File: src/rtl/sort_stream_stats.sv
// Per-frame stream statistics: count, sum, min/max, first/last word and order violation.
module sort_stream_stats #(
    parameter int unsigned WIDTH = 12,
    parameter int unsigned CNT_W = 11,
    parameter int unsigned SUM_W = 23
) (
    input  logic             clk,
    input  logic             rst_n,
    input  logic             valid,
    input  logic [WIDTH-1:0] data,
    input  logic             clear,
    output logic [CNT_W-1:0] count,
    output logic [SUM_W-1:0] sum,
    output logic [WIDTH-1:0] min,
    output logic [WIDTH-1:0] max,
    output logic [WIDTH-1:0] first,
    output logic [WIDTH-1:0] last,
    output logic             order_bad
);

    logic [CNT_W-1:0] count_q, count_d;
    logic [SUM_W-1:0] sum_q, sum_d;
    logic [WIDTH-1:0] min_q, min_d, max_q, max_d, first_q, first_d, last_q, last_d;
    logic             order_q, order_d;

    always_comb begin
        count_d = count_q;
        sum_d   = sum_q;
        min_d   = min_q;
        max_d   = max_q;
        first_d = first_q;
        last_d  = last_q;
        order_d = order_q;
        if (clear) begin
            count_d = '0;
            sum_d   = '0;
            min_d   = '0;
            max_d   = '0;
            first_d = '0;
            last_d  = '0;
            order_d = 1'b0;
        end
        if (valid) begin
            // A word arriving on the clear cycle starts the next frame.
            if (clear || count_q == '0) begin
                count_d = CNT_W'(1);
                sum_d   = SUM_W'(data);
                min_d   = data;
                max_d   = data;
                first_d = data;
                last_d  = data;
                order_d = 1'b0;
            end else begin
                if (count_q != '1) count_d = count_q + CNT_W'(1);
                sum_d   = sum_q + SUM_W'(data);
                if (data < min_q) min_d = data;
                if (data > max_q) max_d = data;
                last_d  = data;
                order_d = order_q | (data < last_q);
            end
        end
    end

    always_ff @(posedge clk or negedge rst_n) begin
        if (!rst_n) begin
            count_q <= '0;
            sum_q   <= '0;
            min_q   <= '0;
            max_q   <= '0;
            first_q <= '0;
            last_q  <= '0;
            order_q <= 1'b0;
        end else begin
            count_q <= count_d;
            sum_q   <= sum_d;
            min_q   <= min_d;
            max_q   <= max_d;
            first_q <= first_d;
            last_q  <= last_d;
            order_q <= order_d;
        end
    end

    assign count     = count_q;
    assign sum       = sum_q;
    assign min       = min_q;
    assign max       = max_q;
    assign first     = first_q;
    assign last      = last_q;
    assign order_bad = order_q;

endmodule

File: config.mk
export PLATFORM = sky130hd
export DESIGN_NAME = sort_stream_stats
export DESIGN_NICKNAME = d
export VERILOG_FILES = /design/src/rtl/sort_stream_stats.sv
export SDC_FILE = /design/constraint.sdc
export NUM_CORES = 1
export LEC_CHECK = 0
export ABC_AREA = 1
export CAP_MARGIN = 20
export CORE_ASPECT_RATIO = 0.7
export CORE_MARGIN = 4
export CORE_UTILIZATION = 54
export DETAILED_ROUTE_END_ITERATION = 16
export PLACE_DENSITY_LB_ADDON = 0.1
export SETUP_SLACK_MARGIN = 0.3
export SYNTH_ARGS = -nofsm -noshare
export SYNTH_HDL_FRONTEND = slang
export SYNTH_SLANG_ARGS = --single-unit
File: constraint.sdc
create_clock -name clk -period 3.85 [get_ports clk]
set_input_delay 0.77 -clock clk [delete_from_list [all_inputs] [get_ports clk]]
set_output_delay 0.77 -clock clk [all_outputs]
set_load 0.02 [all_outputs]
==> summary.md, run 1 <==
| Metric | Value |
|---|---|
| Status | `completed` |
| Vias/cell | `5.48` |
| Critical path endpoint | `sum[12]$_DFFE_PN0P_` |
| Worst-case reg-to-reg path depth | `11` |
| Max Slew Vio Count | `0` |
| Hold Buf Count CTS | `0` |
| Crit-path most repeated cell | `nand2_1` |
| Worst Hold Class | `in -> async` |
| Yosys Warn Count | `0` |
| Largest family of logic cells by synthesized area | `simple AND/OR/NAND/NOR gates` |
| Mapped Area | `5750 um^2` |
| Post-Synth Adder-Cell Area | `10.8%` |
| GRT Residual Overflow | `0` |
| P&R area growth vs syn | `24.1%` |
| Wire per inst | `16.0 um` |
| Setup bufs post-CTS | `0` |
| Slew @ Worst Pin | `759 ps` |
| Simple-gate share of the synthesized area | `32.5%` |
| Tot Pwr | `2750 uW` |
| Post-synthesis xor/xnor area fraction | `1.68%` |
| Area of the multi-input gates | `3060 um^2` |
| Clock Path Buffers | `2` |
| Logic gate share of total power | `32.0%` |
| Critical path's slowest cell | `clkdlybuf4s50_1` |
| GP Congestion | `0.979` |
| Leading cell type in the layout, fill and taps excluded | `nand2_1` |
| RR Endpoint | `min[5]$_DFF_PN0_` |
| Critical path startpoint category | `primary input` |
| Final wirelength | `17100 um` |
| CP max FO | `7` |
| Post-CTS sizing | `0` |
| Initial Util | `55.5%` |
| All-layer global routing usage | `28.2%` |
| WP data required | `4080 ps` |
| CTS Sinks | `83` |
| Iteration-0 DRC Markers | `657` |
| Core Area | `10400 um^2` |
| Worst R2R Start | `count[0]$_DFF_PN0_` |
| Initial DRT Pass Iterations | `5` |
| Endpoint class of the critical path | `flop` |
| Post-synthesis mux area share | `0%` |
| Data arrival, critical path | `3030 ps` |
| Leak pwr | `0.00383 uW` |
| Register area | `2080 um^2` |
| DRC Markers | `0` |
| Top cells by area, synth | `dfrtp_1 36%, nand2_1 20%, ha_1 10%` |
| Internal power | `1760 uW` |
| Distinct cells, synth | `32` |
| Compound-cell area share of the yosys netlist | `8.21%` |
| Port Buf Inserts | `98` |
| Hpwl dp | `13200 um` |
| Die footprint | `12400 um^2` |
| Fill count | `838` |
| IO Count | `99` |
| Slew margin rel. | `49.4%` |
| Clk pwr share | `31.0%` |
| RSZ-0062 raised after global routing | `no` |
| Max cap viols | `0` |
| Post-Syn Area per Cell | `6.86 um^2` |
| R2r setup slk | `1280 ps` |
| DR vias | `5871` |
| Final setup fails | `0` |
| Num rows | `31` |
| Most frequent cells in the layout | `309 x nand2_1, 132 x inv_1, 97 x clkdlybuf4s50_1` |
| Final net count | `999` |
| Die extent in x | `131 um` |
| Final Hold Viols | `0` |
| Clk root buf | `clkbuf_16` |
| Critical Path Max Stage Delay | `680 ps` |
| Pin count of the biggest net entering global routing | `60` |
| Max Fclk | `0.357 GHz` |
| First-pass GRT wire length | `27900 um` |
| Clk_skew | `8.36 ps` |
| Final Cycle Share | `72.7%` |
| Post-Syn Instances | `838` |
| Min Tclk post-route | `2800 ps` |
| Post-synth top area share | `36.1%` |
| Share of layout cells above drive strength 1 | `3.83%` |
| Vias in the first global route | `5451` |
| P_sw | `993 uW` |
| Syn nets | `903` |
| Cell taking the most area after synthesis | `dfrtp_1` |
| Worst skew pair latency | `340 ps` |
| Clock transition at path regs | `60 ps` |
| #FFs+latches synth | `83` |
| TNS Setup | `0 ps` |
| CP startpoint | `data[1]` |
| CTS buffer count | `9` |
| VDD IR-drop max | `0.000285 V` |
| Die Y | `94.3 um` |
| Initial antenna violation count | `0` |
| Switch share | `36.0%` |
| N_diodes | `0` |
| Pwr per Cell Area | `386 nW/um^2` |
| Flop pwr share | `37.0%` |
| Kind of critical path | `in -> reg` |
| CP cell instances | `clkdlybuf4s50_1 -> inv_1 -> fa_1 -> inv_1 -> nand3_1 -> nand2_1 -> nand2_1 -> nand2_1 -> nand2_1 -> nand2_1 -> nand3_1 -> o21ai_0 -> nor2_1` |
| CTS tree | `built` |
| Post-DRT Antenna Nets | `0` |
| Seq/Total Area, Yosys | `36.1%` |
| H-tree depth | `3` |
==> state kept, by name, summed over array words and instances, names as in the netlist <==
| register | cells |
|---|---|
| min | 12 |
| sum | 23 |
| count | 11 |
| max | 12 |
| order_bad | 1 |
| last | 12 |
| first | 12 |
==> stage by stage <==
| stage | hold slack [ps] | utilization, % | instances | area [um^2] | setup WS (ps) |
|---|---|---|---|---|---|
| 6_report | 494 | 68.9 | 1071 | 7130 | 1050 |
| 3_3_place_gp | 515 | 66.0 | 1055 | 6840 | 796 |
| 3_5_place_dp | 522 | 66.0 | 1055 | 6840 | 737 |
| 5_1_grt | 538 | 68.9 | 1071 | 7130 | 874 |
| 2_1_floorplan | 474 | - | 838 | 5750 | 1640 |
| 4_1_cts | 528 | 68.9 | 1071 | 7130 | 1110 |
==> cell usage after synthesis <==
cell	instances
nor3_4	1
xor2_1	8
nand3_1	53
nor3_1	8
nand2_1	309
nand2_2	2
or2_2	1
a21oi_1	43
o22ai_1	9
o31ai_1	1
ha_1	48
nor2_2	1
a21o_1	1
dfrtp_1	83
clkbuf_1	8
inv_1	132
inv_2	2
nand3_2	1
nand4_1	7
o211ai_1	2
nand3b_1	6
buf_2	8
or2_0	1
buf_6	3
o21ai_0	32
o21ai_1	2
and2_1	4
fa_1	1
nor2_1	55
buf_4	1
xnor2_1	3
nand2_4	2
==> metal layers <==
layer,wire [um],up-vias,global-route usage [%]
met3,1560,19,6.10
met1,8110,2749,41.0
li1,-,2819,-
met2,7260,284,43.1
met5,0,-,0
met4,221,0,6.73
==> final cells by class <==
type	count	share of cell area [%]
clock inverters	5	0.614
clock buffers	11	3.54
multi-input cells	601	42.9
inverters	134	7.05
well taps	132	2.32
flip-flops and latches	83	29.1
repair buffers	105	14.5
==> power by group through the flow <==
stage                     clock [uW]  sequential, uW  combinational (uW)
after global routing             908            1030                 973
after CTS                        865            1020                 872
after floorplan                    0            1110                 437
after global placement             0            1030                 845
after detailed placement           0            1030                 866
final                            854            1020                 882
==> worst max-delay path, delay by kind of cell <==
| family | cells | cell delay [ps] |
|---|---|---|
| adder cells (fa/ha/maj) | 1 | 480 |
| buffers and inverters | 3 | 880 |
| AND/OR/NAND/NOR | 8 | 790 |
| AO/OA/AOI/OAI | 1 | 110 |
==> worst min-delay path by stage <==
| stage | to | depth (start not counted) |
|---|---|---|
| after detailed placement | sum[22]$_DFFE_PN0P_ | 2 |
| after global placement | sum[22]$_DFFE_PN0P_ | 2 |
| after floorplan | count[0]$_DFF_PN0_ | 0 |
| after CTS | first[1]$_DFF_PN0_ | 1 |
| after global routing | first[1]$_DFF_PN0_ | 1 |
| final | first[1]$_DFF_PN0_ | 1 |
==> cell families after synthesis <==
family,after synthesis
buf+inv,154
simple gates,451
fa+ha+maj,49
xor+xnor,11
flops,83
compound gates,90
Note: power is estimated with default switching activity, not from simulation.
==> run 2, diff against run 1 <==
--- a/config.mk
+++ b/config.mk
@@ -9,7 +9,7 @@
 export CAP_MARGIN = 20
 export CORE_ASPECT_RATIO = 0.7
 export CORE_MARGIN = 4
-export CORE_UTILIZATION = 54
+export CORE_UTILIZATION = 49
 export DETAILED_ROUTE_END_ITERATION = 16
 export PLACE_DENSITY_LB_ADDON = 0.1
 export SETUP_SLACK_MARGIN = 0.3
==> constraint.sdc (replaced) <==
create_clock -name clk -period 2.3 [get_ports clk]
set_input_delay 0.46 -clock clk [delete_from_list [all_inputs] [get_ports clk]]
set_output_delay 0.46 -clock clk [all_outputs]
set_load 0.02 [all_outputs]
==> run 2 against run 1 <==
Effect of this change: clock skew fell by 1.9 ps; worst setup slack worse by 700 ps; clock-buffer cell count stayed put; die area increased by 9.4%; sequential share of layout area down 3.0 points; final cell count up 8.1%; core utilization rose by 2.0 points; critical path depth decreased by 12; flip-flop and latch count stayed put; register-to-register slack worse by 910 ps; routed wire length increased by 11%; largest cell class unchanged.
==> summary.md, run 2 (synthesis results as in run 1) <==
| Metric | Value |
|---|---|
| Status | `completed` |
| Wire per inst | `16.4 um (+2.3%)` |
| Hpwl dp | `14200 um (+7.7%)` |
| Max cap viols | `0 (unchanged)` |
| GRT Residual Overflow | `0 (unchanged)` |
| Final net count | `1065 (+6.6%)` |
| Clk_skew | `6.50 ps (-1.86 ps)` |
| Hold Buf Count CTS | `0 (unchanged)` |
| Slew @ Worst Pin | `470 ps (-289 ps)` |
| Critical path's slowest cell | `clkdlybuf4s50_1` |
| Family with the most delay on the worst path | `buffers and inverters` |
| Most frequent cells in the layout | `295 x nand2_1, 129 x inv_1, 84 x clkdlybuf4s50_1` |
| P_sw | `1770 uW (+79%)` |
| CTS tree | `built` |
| VDD IR-drop max | `0.000389 V (+37%)` |
| Data arrival, critical path | `1490 ps (-1540 ps)` |
| Leak pwr | `0.00425 uW (+11%)` |
| Min Tclk post-route | `1950 ps` |
| Final wirelength | `19000 um (+11%)` |
| Switch share | `35.2% (-0.79 points)` |
| Worst R2R Start | `count[0]$_DFF_PN0_` |
| N_diodes | `0 (unchanged)` |
| Leading cell type in the layout, fill and taps excluded | `nand2_1` |
| Max reg flops | `23 (unchanged)` |
| DR vias | `6097 (+3.8%)` |
| Clock transition at path regs | `60 ps (about the same)` |
| P&R area growth vs syn | `38.8%` |
| Endpoint class of the critical path | `output port` |
| Post-DRT Antenna Nets | `0 (unchanged)` |
| H-tree depth | `3 (unchanged)` |
| IO Count | `99 (unchanged)` |
| Num rows | `32 (+3.2%)` |
| Core Area | `11300 um^2 (+8.6%)` |
| Critical Path Max Stage Delay | `660 ps (-20 ps)` |
| Worst Path Buf+Inv | `1 (-2)` |
| Final setup fails | `0 (unchanged)` |
| Internal power | `3260 uW (+85%)` |
| Vias in the first global route | `5691 (+4.4%)` |
| Area after DPL | `7340 um^2 (+7.4%)` |
| Worst skew pair latency | `350 ps (about the same)` |
| Vias/cell | `5.27 (-4.0%)` |
| CP cell instances | `clkdlybuf4s50_1` |
| Die footprint | `13500 um^2 (+9.4%)` |
| Final Hold Viols | `0 (unchanged)` |
| Kind of critical path | `reg -> out` |
| CTS buffer count | `9 (unchanged)` |
| Clock Path Buffers | `2 (unchanged)` |
| Worst Hold Class | `in -> async` |
| Share of layout cells above drive strength 1 | `14.5% (+11 points)` |
| WP data required | `1840 ps (-2240 ps)` |
| Die extent in x | `137 um (+4.7%)` |
| Port Buf Inserts | `98 (unchanged)` |
| Max Slew Vio Count | `0 (unchanged)` |
| Iteration-0 DRC Markers | `507 (-23%)` |
| Initial DRT Pass Iterations | `6 (+1)` |
| CP startpoint | `sum[18]$_DFFE_PN0P_` |
| DRC Markers | `0 (unchanged)` |
| Final Cycle Share | `84.6%` |
| Pin count of the biggest net entering global routing | `40 (-33%)` |
| Clk pwr share | `30.0% (-1.0 points)` |
| Pwr per Cell Area | `631 nW/um^2 (+63%)` |
| Finished Cell Area | `7980 um^2 (+12%)` |
| RSZ-0062 raised after global routing | `no` |
| First-pass GRT wire length | `29300 um (+5.3%)` |
| CTS Sinks | `83 (unchanged)` |
| Die Y | `98.6 um (+4.6%)` |
| Flop pwr share | `34.0% (-3.0 points)` |
| All-layer global routing usage | `27.8% (-0.38 points)` |
| Setup slack after layout | `354 ps (-697 ps)` |
| Clk root buf | `clkbuf_16` |
| Logic gate share of total power | `36.0% (+4.0 points)` |
| Initial antenna violation count | `0 (unchanged)` |
| Slew margin rel. | `68.5% (+19 points)` |
| GP Congestion | `0.947 (-3.2%)` |
| Initial Util | `51.1% (-4.4 points)` |
| Setup WS pre-CTS | `-305 ps (-1040 ps)` |
| Critical path startpoint category | `flop` |
| CP max FO | `5 (-2)` |
| Max Fclk | `0.514 GHz` |
## run 2: what timing repair did
item / 4_1_cts / 5_1_grt
endpoints found under the setup margin: 43 / 40
pin swaps: 4 / 12
buffers inserted: 2 / 7
resized for setup: 34 / 35
## run 2: final timing paths
kind / to / slack, ps / cells after the start
worst max-delay path: sum[18] / 350 / 1
worst min-delay path: min[10]$_DFF_PN0_ / 60 / 1
worst max register to register: max[2]$_DFF_PN0_ / 370 / 12
worst min register to register: sum[22]$_DFFE_PN0P_ / 540 / 2
max in group asynchronous: last[1]$_DFFE_PN0P_ / 1610 / 2
min in group clk: sum[22]$_DFFE_PN0P_ / 540 / 2
## run 2: metrics by stage
step	power, uW	util (%)	hold slack [ps]	instances	setup TNS (ps)
2_1_floorplan	2590	-	164	838	0
3_3_place_gp	3330	65.2	432	1133	-6380
3_5_place_dp	3370	65.2	439	1133	-8730
4_1_cts	4930	68.8	73.5	1151	0
5_1_grt	5300	70.9	97.0	1158	0
6_report	5030	70.9	62.5	1158	0
## run 2: power groups by stage
| stage | sequential [uW] | combinational (uW) | clock, uW |
|---|---|---|---|
| finish | 1710 | 1810 | 1510 |
| floorplan | 1860 | 732 | 0 |
| CTS | 1700 | 1700 | 1530 |
| detailed placement | 1720 | 1640 | 0 |
| global placement | 1720 | 1610 | 0 |
| global route | 1720 | 1990 | 1590 |
## run 2: final cells by class
class,count,area [um^2]
Clock inverter,5,61.3
Sequential cell,83,2080
Clock buffer,11,243
Inverter,134,503
Multi-Input combinational cell,601,3300
Tap cell,153,191
Fill cell,937,3280
Timing Repair Buffer,171,1600
## run 2: layer usage
| metal | global-route usage, % | share of wire [%] |
|---|---|---|
| met1 | 41.8 | 46 |
| met2 | 40.4 | 43 |
| met3 | 5.66 | 8.5 |
| met4 | 7.75 | 1.8 |
| met5 | 0 | 0 |
